**src/rtl/vga_pkg.sv**
```systemverilog
// Shared VGA timing constants (800x600@72) and pixel colour type.
// Painters and the scan controller import this package so that timing is defined once.
package vga_pkg;

  localparam int VGA_WIDTH = 12;

  localparam int HSIZE = 800;
  localparam int HFP   = 856;
  localparam int HSP   = 976;
  localparam int HMAX  = 1040;
  localparam int VSIZE = 600;
  localparam int VFP   = 637;
  localparam int VSP   = 643;
  localparam int VMAX  = 666;

  localparam bit HSPP = 1'b1;
  localparam bit VSPP = 1'b1;

  typedef struct packed {
    logic [7:0] red;
    logic [7:0] green;
    logic [7:0] blue;
  } rgb_t;

endpackage

```
**src/rtl/vga_scan_controller_if.sv**
```systemverilog
// Raster bus between the scan controller, the painters and the VGA DAC.
// The master modport is the scan controller side.
interface vga_scan_controller_if #(
  parameter int VGA_WIDTH = vga_pkg::VGA_WIDTH
);
  logic [VGA_WIDTH-1:0] hdata;
  logic [VGA_WIDTH-1:0] vdata;
  logic [7:0]           pixel_red;
  logic [7:0]           pixel_green;
  logic [7:0]           pixel_blue;
  logic [7:0]           video_red;
  logic [7:0]           video_green;
  logic [7:0]           video_blue;
  logic                 video_hsync;
  logic                 video_vsync;
  logic                 video_de;
  logic                 line_start;
  logic                 frame_start;

  modport master (
    output hdata, vdata,
    input  pixel_red, pixel_green, pixel_blue,
    output video_red, video_green, video_blue,
    output video_hsync, video_vsync, video_de,
    output line_start, frame_start
  );

  modport slave (
    input  hdata, vdata,
    output pixel_red, pixel_green, pixel_blue,
    input  video_red, video_green, video_blue,
    input  video_hsync, video_vsync, video_de,
    input  line_start, frame_start
  );
endinterface

```
**src/rtl/vga_axis_counter.sv**
```systemverilog
// One raster axis: enabled counter wrapping at MAX-1, plus sync-pulse and active-window decode.
// Used once for the horizontal axis and once for the vertical axis.
module vga_axis_counter #(
  parameter int WIDTH = 12,
  parameter int SIZE  = 800,
  parameter int FP    = 856,
  parameter int SP    = 976,
  parameter int MAX   = 1040,
  parameter bit SPP   = 1'b1
) (
  input  logic             clk,
  input  logic             reset,
  input  logic             en,
  output logic [WIDTH-1:0] count,
  output logic             wrap,
  output logic             sync,
  output logic             active,
  output logic             first
);

  localparam logic [WIDTH-1:0] LAST = WIDTH'(MAX - 1);
  localparam logic [WIDTH-1:0] ONE  = WIDTH'(1);
  // One extra bit so SP or SIZE equal to 2**WIDTH still compare correctly.
  localparam logic [WIDTH:0] SIZE_C = (WIDTH + 1)'(SIZE);
  localparam logic [WIDTH:0] FP_C   = (WIDTH + 1)'(FP);
  localparam logic [WIDTH:0] SP_C   = (WIDTH + 1)'(SP);

  if (longint'(MAX) - 1 >= (longint'(1) << WIDTH)) begin : g_bad_width
    $error("vga_axis_counter: MAX-1 does not fit in WIDTH bits");
  end

  if (!(SIZE <= FP && FP < SP && SP <= MAX)) begin : g_bad_order
    $error("vga_axis_counter: need SIZE <= FP < SP <= MAX");
  end

  logic [WIDTH:0] count_x;

  assign count_x = {1'b0, count};
  assign wrap    = en && (count == LAST);
  assign sync    = (count_x >= FP_C && count_x < SP_C) ? SPP : ~SPP;
  assign active  = count_x < SIZE_C;
  assign first   = (count == '0);

  always_ff @(posedge clk or posedge reset) begin
    if (reset) begin
      count <= '0;
    end else if (en) begin
      count <= (count == LAST) ? '0 : count + ONE;
    end
  end

endmodule

```
**src/rtl/vga_scan_controller.sv**
```systemverilog
// Raster scan controller: drives painter coordinates and registers colour, sync, DE
// and line/frame pulses so that they all leave one pix_ce cycle after their coordinate.
module vga_scan_controller #(
  parameter int VGA_WIDTH = vga_pkg::VGA_WIDTH,
  parameter int HSIZE     = vga_pkg::HSIZE,
  parameter int HFP       = vga_pkg::HFP,
  parameter int HSP       = vga_pkg::HSP,
  parameter int HMAX      = vga_pkg::HMAX,
  parameter int VSIZE     = vga_pkg::VSIZE,
  parameter int VFP       = vga_pkg::VFP,
  parameter int VSP       = vga_pkg::VSP,
  parameter int VMAX      = vga_pkg::VMAX,
  parameter bit HSPP      = vga_pkg::HSPP,
  parameter bit VSPP      = vga_pkg::VSPP
) (
  input  logic                  clk,
  input  logic                  reset,
  input  logic                  pix_ce,
  vga_scan_controller_if.master bus
);

  import vga_pkg::*;

  logic [VGA_WIDTH-1:0] hcount;
  logic [VGA_WIDTH-1:0] vcount;
  logic h_wrap, h_sync, h_active, h_first;
  logic v_sync, v_active, v_first;
  logic de0;

  rgb_t pixel;
  rgb_t colour;
  logic hsync_q, vsync_q, de_q, line_q, frame_q;

  vga_axis_counter #(
    .WIDTH(VGA_WIDTH), .SIZE(HSIZE), .FP(HFP), .SP(HSP), .MAX(HMAX), .SPP(HSPP)
  ) u_h (
    .clk(clk), .reset(reset), .en(pix_ce),
    .count(hcount), .wrap(h_wrap), .sync(h_sync), .active(h_active), .first(h_first)
  );

  // Vertical axis steps only on the last pixel of a line.
  vga_axis_counter #(
    .WIDTH(VGA_WIDTH), .SIZE(VSIZE), .FP(VFP), .SP(VSP), .MAX(VMAX), .SPP(VSPP)
  ) u_v (
    .clk(clk), .reset(reset), .en(pix_ce & h_wrap),
    .count(vcount), .wrap(), .sync(v_sync), .active(v_active), .first(v_first)
  );

  assign de0         = h_active & v_active;
  assign pixel.red   = bus.pixel_red;
  assign pixel.green = bus.pixel_green;
  assign pixel.blue  = bus.pixel_blue;

  always_ff @(posedge clk or posedge reset) begin
    if (reset) begin
      colour  <= '0;
      hsync_q <= ~HSPP;
      vsync_q <= ~VSPP;
      de_q    <= 1'b0;
      line_q  <= 1'b0;
      frame_q <= 1'b0;
    end else if (pix_ce) begin
      colour  <= de0 ? pixel : '0;
      hsync_q <= h_sync;
      vsync_q <= v_sync;
      de_q    <= de0;
      line_q  <= h_first;
      frame_q <= h_first & v_first;
    end
  end

  assign bus.hdata       = hcount;
  assign bus.vdata       = vcount;
  assign bus.video_red   = colour.red;
  assign bus.video_green = colour.green;
  assign bus.video_blue  = colour.blue;
  assign bus.video_hsync = hsync_q;
  assign bus.video_vsync = vsync_q;
  assign bus.video_de    = de_q;
  assign bus.line_start  = line_q;
  assign bus.frame_start = frame_q;

endmodule

```
**src/flat_wrapper.sv**
```systemverilog
// flat-port wrapper written by rule: the top's interface ports become plain ports
module vga_scan_controller_flat import vga_pkg::*;
#(
  parameter int VGA_WIDTH = vga_pkg::VGA_WIDTH,
  parameter int HSIZE     = vga_pkg::HSIZE,
  parameter int HFP       = vga_pkg::HFP,
  parameter int HSP       = vga_pkg::HSP,
  parameter int HMAX      = vga_pkg::HMAX,
  parameter int VSIZE     = vga_pkg::VSIZE,
  parameter int VFP       = vga_pkg::VFP,
  parameter int VSP       = vga_pkg::VSP,
  parameter int VMAX      = vga_pkg::VMAX,
  parameter bit HSPP      = vga_pkg::HSPP,
  parameter bit VSPP      = vga_pkg::VSPP
)
  (clk, reset, pix_ce, bus_hdata, bus_vdata, bus_pixel_red, bus_pixel_green, bus_pixel_blue, bus_video_red, bus_video_green, bus_video_blue, bus_video_hsync, bus_video_vsync, bus_video_de, bus_line_start, bus_frame_start);
  vga_scan_controller_if #(.VGA_WIDTH(VGA_WIDTH)) bus_i ();
  input  logic clk;
  input  logic reset;
  input  logic pix_ce;
  output wire logic [$bits(bus_i.hdata)-1:0] bus_hdata;
  output wire logic [$bits(bus_i.vdata)-1:0] bus_vdata;
  input wire logic [$bits(bus_i.pixel_red)-1:0] bus_pixel_red;
  input wire logic [$bits(bus_i.pixel_green)-1:0] bus_pixel_green;
  input wire logic [$bits(bus_i.pixel_blue)-1:0] bus_pixel_blue;
  output wire logic [$bits(bus_i.video_red)-1:0] bus_video_red;
  output wire logic [$bits(bus_i.video_green)-1:0] bus_video_green;
  output wire logic [$bits(bus_i.video_blue)-1:0] bus_video_blue;
  output wire logic [$bits(bus_i.video_hsync)-1:0] bus_video_hsync;
  output wire logic [$bits(bus_i.video_vsync)-1:0] bus_video_vsync;
  output wire logic [$bits(bus_i.video_de)-1:0] bus_video_de;
  output wire logic [$bits(bus_i.line_start)-1:0] bus_line_start;
  output wire logic [$bits(bus_i.frame_start)-1:0] bus_frame_start;
  assign bus_hdata = bus_i.hdata;
  assign bus_vdata = bus_i.vdata;
  assign bus_i.pixel_red = bus_pixel_red;
  assign bus_i.pixel_green = bus_pixel_green;
  assign bus_i.pixel_blue = bus_pixel_blue;
  assign bus_video_red = bus_i.video_red;
  assign bus_video_green = bus_i.video_green;
  assign bus_video_blue = bus_i.video_blue;
  assign bus_video_hsync = bus_i.video_hsync;
  assign bus_video_vsync = bus_i.video_vsync;
  assign bus_video_de = bus_i.video_de;
  assign bus_line_start = bus_i.line_start;
  assign bus_frame_start = bus_i.frame_start;
  vga_scan_controller #(.VGA_WIDTH(VGA_WIDTH), .HSIZE(HSIZE), .HFP(HFP), .HSP(HSP), .HMAX(HMAX), .VSIZE(VSIZE), .VFP(VFP), .VSP(VSP), .VMAX(VMAX), .HSPP(HSPP), .VSPP(VSPP)) u_core (.clk(clk), .reset(reset), .pix_ce(pix_ce), .bus(bus_i));
endmodule
```
**config.mk**
```make
export PLATFORM = sky130hd
export DESIGN_NAME = vga_scan_controller_flat
export DESIGN_NICKNAME = d
export VERILOG_FILES = /design/src/rtl/vga_pkg.sv /design/src/rtl/vga_scan_controller_if.sv /design/src/rtl/vga_axis_counter.sv /design/src/rtl/vga_scan_controller.sv /design/src/flat_wrapper.sv
export SDC_FILE = /design/constraint.sdc
export NUM_CORES = 1
export LEC_CHECK = 0
export ABC_AREA = 1
export ABC_CLOCK_PERIOD_IN_PS = 4900
export BUFFER_PORTS_ARGS = -buffer_cell sky130_fd_sc_hd__buf_2
export CORE_UTILIZATION = 35
export DETAILED_ROUTE_END_ITERATION = 12
export PLACE_DENSITY = 0.65
export SYNTH_ARGS = -nofsm -noshare
export SYNTH_HDL_FRONTEND = slang
export SYNTH_SLANG_ARGS = --single-unit
```
**constraint.sdc**
```tcl
create_clock -name clk -period 4.9 [get_ports clk]
set_input_delay 0.98 -clock clk [delete_from_list [all_inputs] [get_ports clk]]
set_output_delay 0.98 -clock clk [all_outputs]
set_load 0.03 [all_outputs]
```
**After elaboration in Yosys (flattened, before gate mapping)**

Cells that the tools add are included.
Widths: inputs -> output; s select.

- Register bits: 53
- Input bits: 27

- $add $sub $neg: 2
- Order comparisons: 6
- Equal/unequal tests: 2
- Mux-type cells: 5
- Bitwise operators: 3
- Reductions and logical operators: 5

Operator list:

| cell | number |
|---|---|
| $lt 12x10->1 const B | 4 |
| $add 12x1->12 const B | 2 |
| $ge 12x10->1 const B | 2 |
| $logic_not 12->1 | 2 |
| $mux 12 | 2 |
| $mux 24 | 1 |
| $eq 12x10->1 const B | 1 |
| $eq 12x11->1 const B | 1 |
| $and 1x1->1 | 3 |
| $logic_and 1x1->1 | 3 |
| $mux 1 | 2 |

**Depth between registers and ports, before layout**

- Depth after elaboration: 3
- Gate-level depth with buffers: 8

**Hierarchy**

From an unflattened synthesis, not the netlist that was laid out.

- Cell total of the unflattened synthesis: 374
- Area total of the unflattened synthesis: 2862.7 um^2

By module, submodules not included:

| module | instances | cells an instance | area each (um^2) |
|---|---|---|---|
| vga_scan_controller | 1 | 132 | 1196.1 |
| vga_axis_counter (u_core.u_v) | 1 | 131 | 888.4 |
| vga_axis_counter (u_core.u_h) | 1 | 111 | 778.2 |

**Worst setup path after synthesis**

No wires, ideal clock.

- Path kind: input -> register
- Start: input port pix_ce
- End: register u_core.hsync_q, in the netlist u_core.bus.video_hsync
- Setup time: 124 ps
- Arrival time: 1599 ps
- Setup slack: 3177 ps
- Stages on the path: 5
- Path buffers: 1
- Cells stage by stage: inv_2 -> clkbuf_1 -> nor3_1 -> o211ai_1 -> nand2_1

RTL lines:

| what | line | RTL |
|---|---|---|
| from (decl) | flat_wrapper.sv:20 | `input logic pix_ce;` |
| to (signal assigned) | vga_scan_controller.sv:57 | `hsync_q <= ~HSPP;` |
| to (signal assigned) | vga_scan_controller.sv:64 | `hsync_q <= h_sync;` |
| to (decl) | vga_scan_controller.sv:32 | `logic hsync_q, vsync_q, de_q, line_q, frame_q;` |

**Worst setup path in the final report**

- Start: register u_core.u_v.count[7]
- End: output port bus_vdata[7]

RTL lines:

| what | line | RTL |
|---|---|---|
| from (decl) | vga_axis_counter.sv:14 | `output logic [WIDTH-1:0] count,` |
| from (signal assigned) | vga_axis_counter.sv:48 | `count <= (count == LAST) ? '0 : count + ONE;` |
| to (decl) | flat_wrapper.sv:22 | `output wire logic [$bits(bus_i.vdata)-1:0] bus_vdata;` |

No word-level cell between the ends.

==> flow_metrics.env <==
export IMPL_status="complete, no violations"
export IMPL_required_ns=3.92
export IMPL_drv_slew=0
export IMPL_netlist_area_sq_um=2764
export IMPL_num_io_pins=80
export IMPL_path_cells="buf_2"
export IMPL_finClkSkew_ns=0.01040
export IMPL_tns_ns=0
export IMPL_hold_class="flip-flop to flip-flop"
export IMPL_rsz0062_at_grt="no"
export IMPL_cts_max_path_buffers=2
export IMPL_switching_power_w=0.0003804
export IMPL_drt_wl_total_um=6406
export IMPL_cts_tree="done"
export IMPL_dieArea_sq_um=8256
export IMPL_crit_path_end="bus_vdata[7]"
export IMPL_cp_depth=1
export IMPL_placed_area_sq_um=3218
export IMPL_synthCells=348
export IMPL_clkTransAtPathRegs_ns=0.10
export IMPL_synth_area_top_cells="dfrtp_1 48%, nand2_1 15%, nand3_1 9.1%"
export IMPL_dr_first_iter_drc_count=86
export IMPL_fin_area_sq_um=3308
export IMPL_cp_buffers_inverters=1
export IMPL_grt_pass1_wl_um=10760
export IMPL_p_seq_frac=0.506
export IMPL_fp_row_count=32
export IMPL_fp_dieW_um=90.87
export IMPL_r2r_end="u_core.bus.video_red[0]"
export IMPL_drc=0
export IMPL_drive_gt1_frac=0.2388
export IMPL_wl_per_cell_um=12.20
export IMPL_drt_antenna_violating_nets=0
export IMPL_hold_viol_final=0
export IMPL_max_slew_margin=0.4527
export IMPL_area_delta_synth_final_pct=19.69
export IMPL_core_area_sq_um=7687
export IMPL_synth_seq_cells=53
export IMPL_power_switching_share=0.3644
export IMPL_htreeDepth=2
export IMPL_initial_core_util=0.3595
export IMPL_grt_start_max_net_pins=54
export IMPL_syn_num_nets=381
export IMPL_drv_cap=0
export IMPL_grt_usage=0.1586
export IMPL_clockRootBuffer="clkbuf_8"
export IMPL_diodes=0
export IMPL_synth_top_area_cell="dfrtp_1"
export IMPL_numPortBuffers=79
export IMPL_clkPwrFrac=0.243
export IMPL_cts_made_buffers=5
export IMPL_nNetsFinal=456
export IMPL_hold_path_depth=2
export IMPL_rrSetupSlack_ns=3.06
export IMPL_dr_total_vias=2481
export IMPL_grt_pass1_vias=2303
export IMPL_min_period_ns=2.063
export IMPL_synth_top_area_share=0.4799
export IMPL_ir_drop_mv=0.1273
export IMPL_crit_fanout=10
export IMPL_crit_slowest_cell="dfrtp_1"
export IMPL_start_kind="flip-flop"
export IMPL_worst_pin_slew_ns=0.8189
export IMPL_fmax_mhz=484.8
export IMPL_postCtsHoldBufs=0
export IMPL_clock_latency_ns=0.30
export IMPL_arrival_ns=1.08
export IMPL_cts_resized=0
export IMPL_critical_path_class="flip-flop to output port"
export IMPL_yosysWarningCount=0
export IMPL_path_delay_family="flip-flops"
export IMPL_synth_avg_cell_area_sq_um=7.942
export IMPL_antenna_found_initial=0
export IMPL_cp_slowest_stage_delay_ns=0.52
export IMPL_cts_sinks=53
export IMPL_gr_total_overflow=0
export IMPL_leakagePower_nw=1.869
export IMPL_timing_rr_start="u_core.u_v.count[10]"
export IMPL_critPathLaunch="u_core.u_v.count[7]"
export IMPL_dr_pass1_iters=5
export IMPL_reg2reg_depth=6
export IMPL_fin_crit_sh=0.4210
export IMPL_die_h_um=90.87
export IMPL_comb_power_share=0.251
export IMPL_dpl_hpwl_um=4554
export IMPL_place_congestion=0.8781
export IMPL_post_cts_buffers=0
export IMPL_seq_area_frac_synth=0.4799
export IMPL_internal_power_w=0.0006634
export IMPL_routed_via_density=4.726
export IMPL_final_setup_viol_count=0
export IMPL_end_kind="output port"
export IMPL_ys_types=29
export IMPL_power_per_cell_area_nw_per_um2=315.5
[worst min path at each step]
stage	from	end	slack, ns
after detailed placement	u_core.bus.video_hsync	u_core.bus.video_hsync	0.46
after global placement	u_core.bus.video_green[3]	u_core.bus.video_green[3]	0.46
after floorplan	u_core.bus.video_blue[0]	u_core.bus.video_blue[0]	0.66
after global routing	u_core.bus.video_hsync	u_core.bus.video_hsync	0.50
final	u_core.bus.video_hsync	u_core.bus.video_hsync	0.48
after CTS	u_core.bus.video_hsync	u_core.bus.video_hsync	0.49
[placed cells by master (no fill, tap or decap), drive strengths merged, types with 2 or more instances in the layout]
cell	Yosys	layout
nor2	34	34
a21oi	3	3
nand2	111	111
nand3	51	51
clkbuf	3	6
dfrtp	53	53
nor3	4	4
xor2	8	8
nand4	8	8
buf	9	80
o211ai	2	2
nand3b	2	2
o21ai	14	14
ha	6	6
inv	37	37
[power groups by stage]
| stage | combinational (W) | clock, W | sequential (W) |
|---|---|---|---|
| 2_1_floorplan | 0.000121 | 0 | 0.000594 |
| 3_3_place_gp | 0.000261 | 0 | 0.000536 |
| 3_5_place_dp | 0.000264 | 0 | 0.000536 |
| 4_1_cts | 0.000265 | 0.000266 | 0.000528 |
| 5_1_grt | 0.000291 | 0.000277 | 0.000535 |
| 6_report | 0.000262 | 0.000253 | 0.000528 |
[cell usage after synthesis]
| library cell | n |
|---|---|
| nand3b_1 | 2 |
| inv_1 | 36 |
| nor2_1 | 28 |
| o21ai_1 | 3 |
| xor2_1 | 8 |
| nand3_1 | 50 |
| inv_2 | 1 |
| nand4_1 | 8 |
| nor3b_1 | 1 |
| ha_1 | 6 |
| nand3_2 | 1 |
| o21bai_1 | 1 |
| o211ai_1 | 2 |
| nand2_1 | 109 |
| buf_2 | 6 |
| clkbuf_1 | 3 |
| nand2_4 | 1 |
| nand2_2 | 1 |
| dfrtp_1 | 53 |
| nor2_8 | 1 |
| buf_12 | 1 |
| nor3_1 | 4 |
| nor2_2 | 2 |
| buf_4 | 2 |
| nor2_4 | 3 |
| o21ai_2 | 3 |
| a21oi_1 | 3 |
| a21o_1 | 1 |
| o21ai_0 | 8 |
[per-stage QoR]
| step | utilization | total power, W | setup slack (ns) | instances | hold slack [ns] |
|---|---|---|---|---|---|
| after floorplan | - | 0.0007146 | 2.634 | 348 | 0.6616 |
| after global placement | 0.4186 | 0.0007972 | 2.606 | 518 | 0.4584 |
| after detailed placement | 0.4186 | 0.0008001 | 2.538 | 518 | 0.4606 |
| after CTS | 0.4303 | 0.001058 | 2.821 | 525 | 0.4873 |
| after global routing | 0.4303 | 0.001103 | 2.673 | 525 | 0.5032 |
| final | 0.4303 | 0.001044 | 2.837 | 525 | 0.4812 |
[state kept, by name (all words and copies together) (netlist names)]
signal,count
u_core.u_h.count,12
u_core.bus.line_start,1
u_core.bus.video_hsync,1
u_core.bus.video_green,8
u_core.bus.video_red,8
u_core.u_v.count,12
u_core.bus.video_vsync,1
u_core.bus.video_de,1
u_core.bus.frame_start,1
u_core.bus.video_blue,8
[logic make-up (layout without fill, tap and decap cells)]
group	Yosys count	after routing	synth area share
AO/OA/AOI/OAI	21	21	0.04572
XOR/XNOR	8	8	0.02535
adder cells (fa/ha/maj)	6	6	0.02716
buffers and inverters	49	124	0.07786
flip-flops	53	53	0.4799
AND/OR/NAND/NOR	211	211	0.3440
[layer usage]
metal	GRT usage	vias to the layer above	wire (um)
li1	-	1254	-
met1	0.2229	1163	3083
met2	0.2544	62	3011
met3	0.03367	2	289
met4	0.02778	0	21
met5	0	-	0
[layout make-up]
| cell class | instances | area (sq um) |
|---|---|---|
| inverter | 37 | 138.9 |
| fill | 835 | 4379 |
| clock inverter | 1 | 7.507 |
| timing repair buffer | 80 | 402.9 |
| tap | 102 | 127.6 |
| sequential | 53 | 1326 |
| clock buffer | 6 | 82.58 |
| multi-input combinational | 246 | 1222 |
Note: power is estimated with default switching activity, not from simulation.
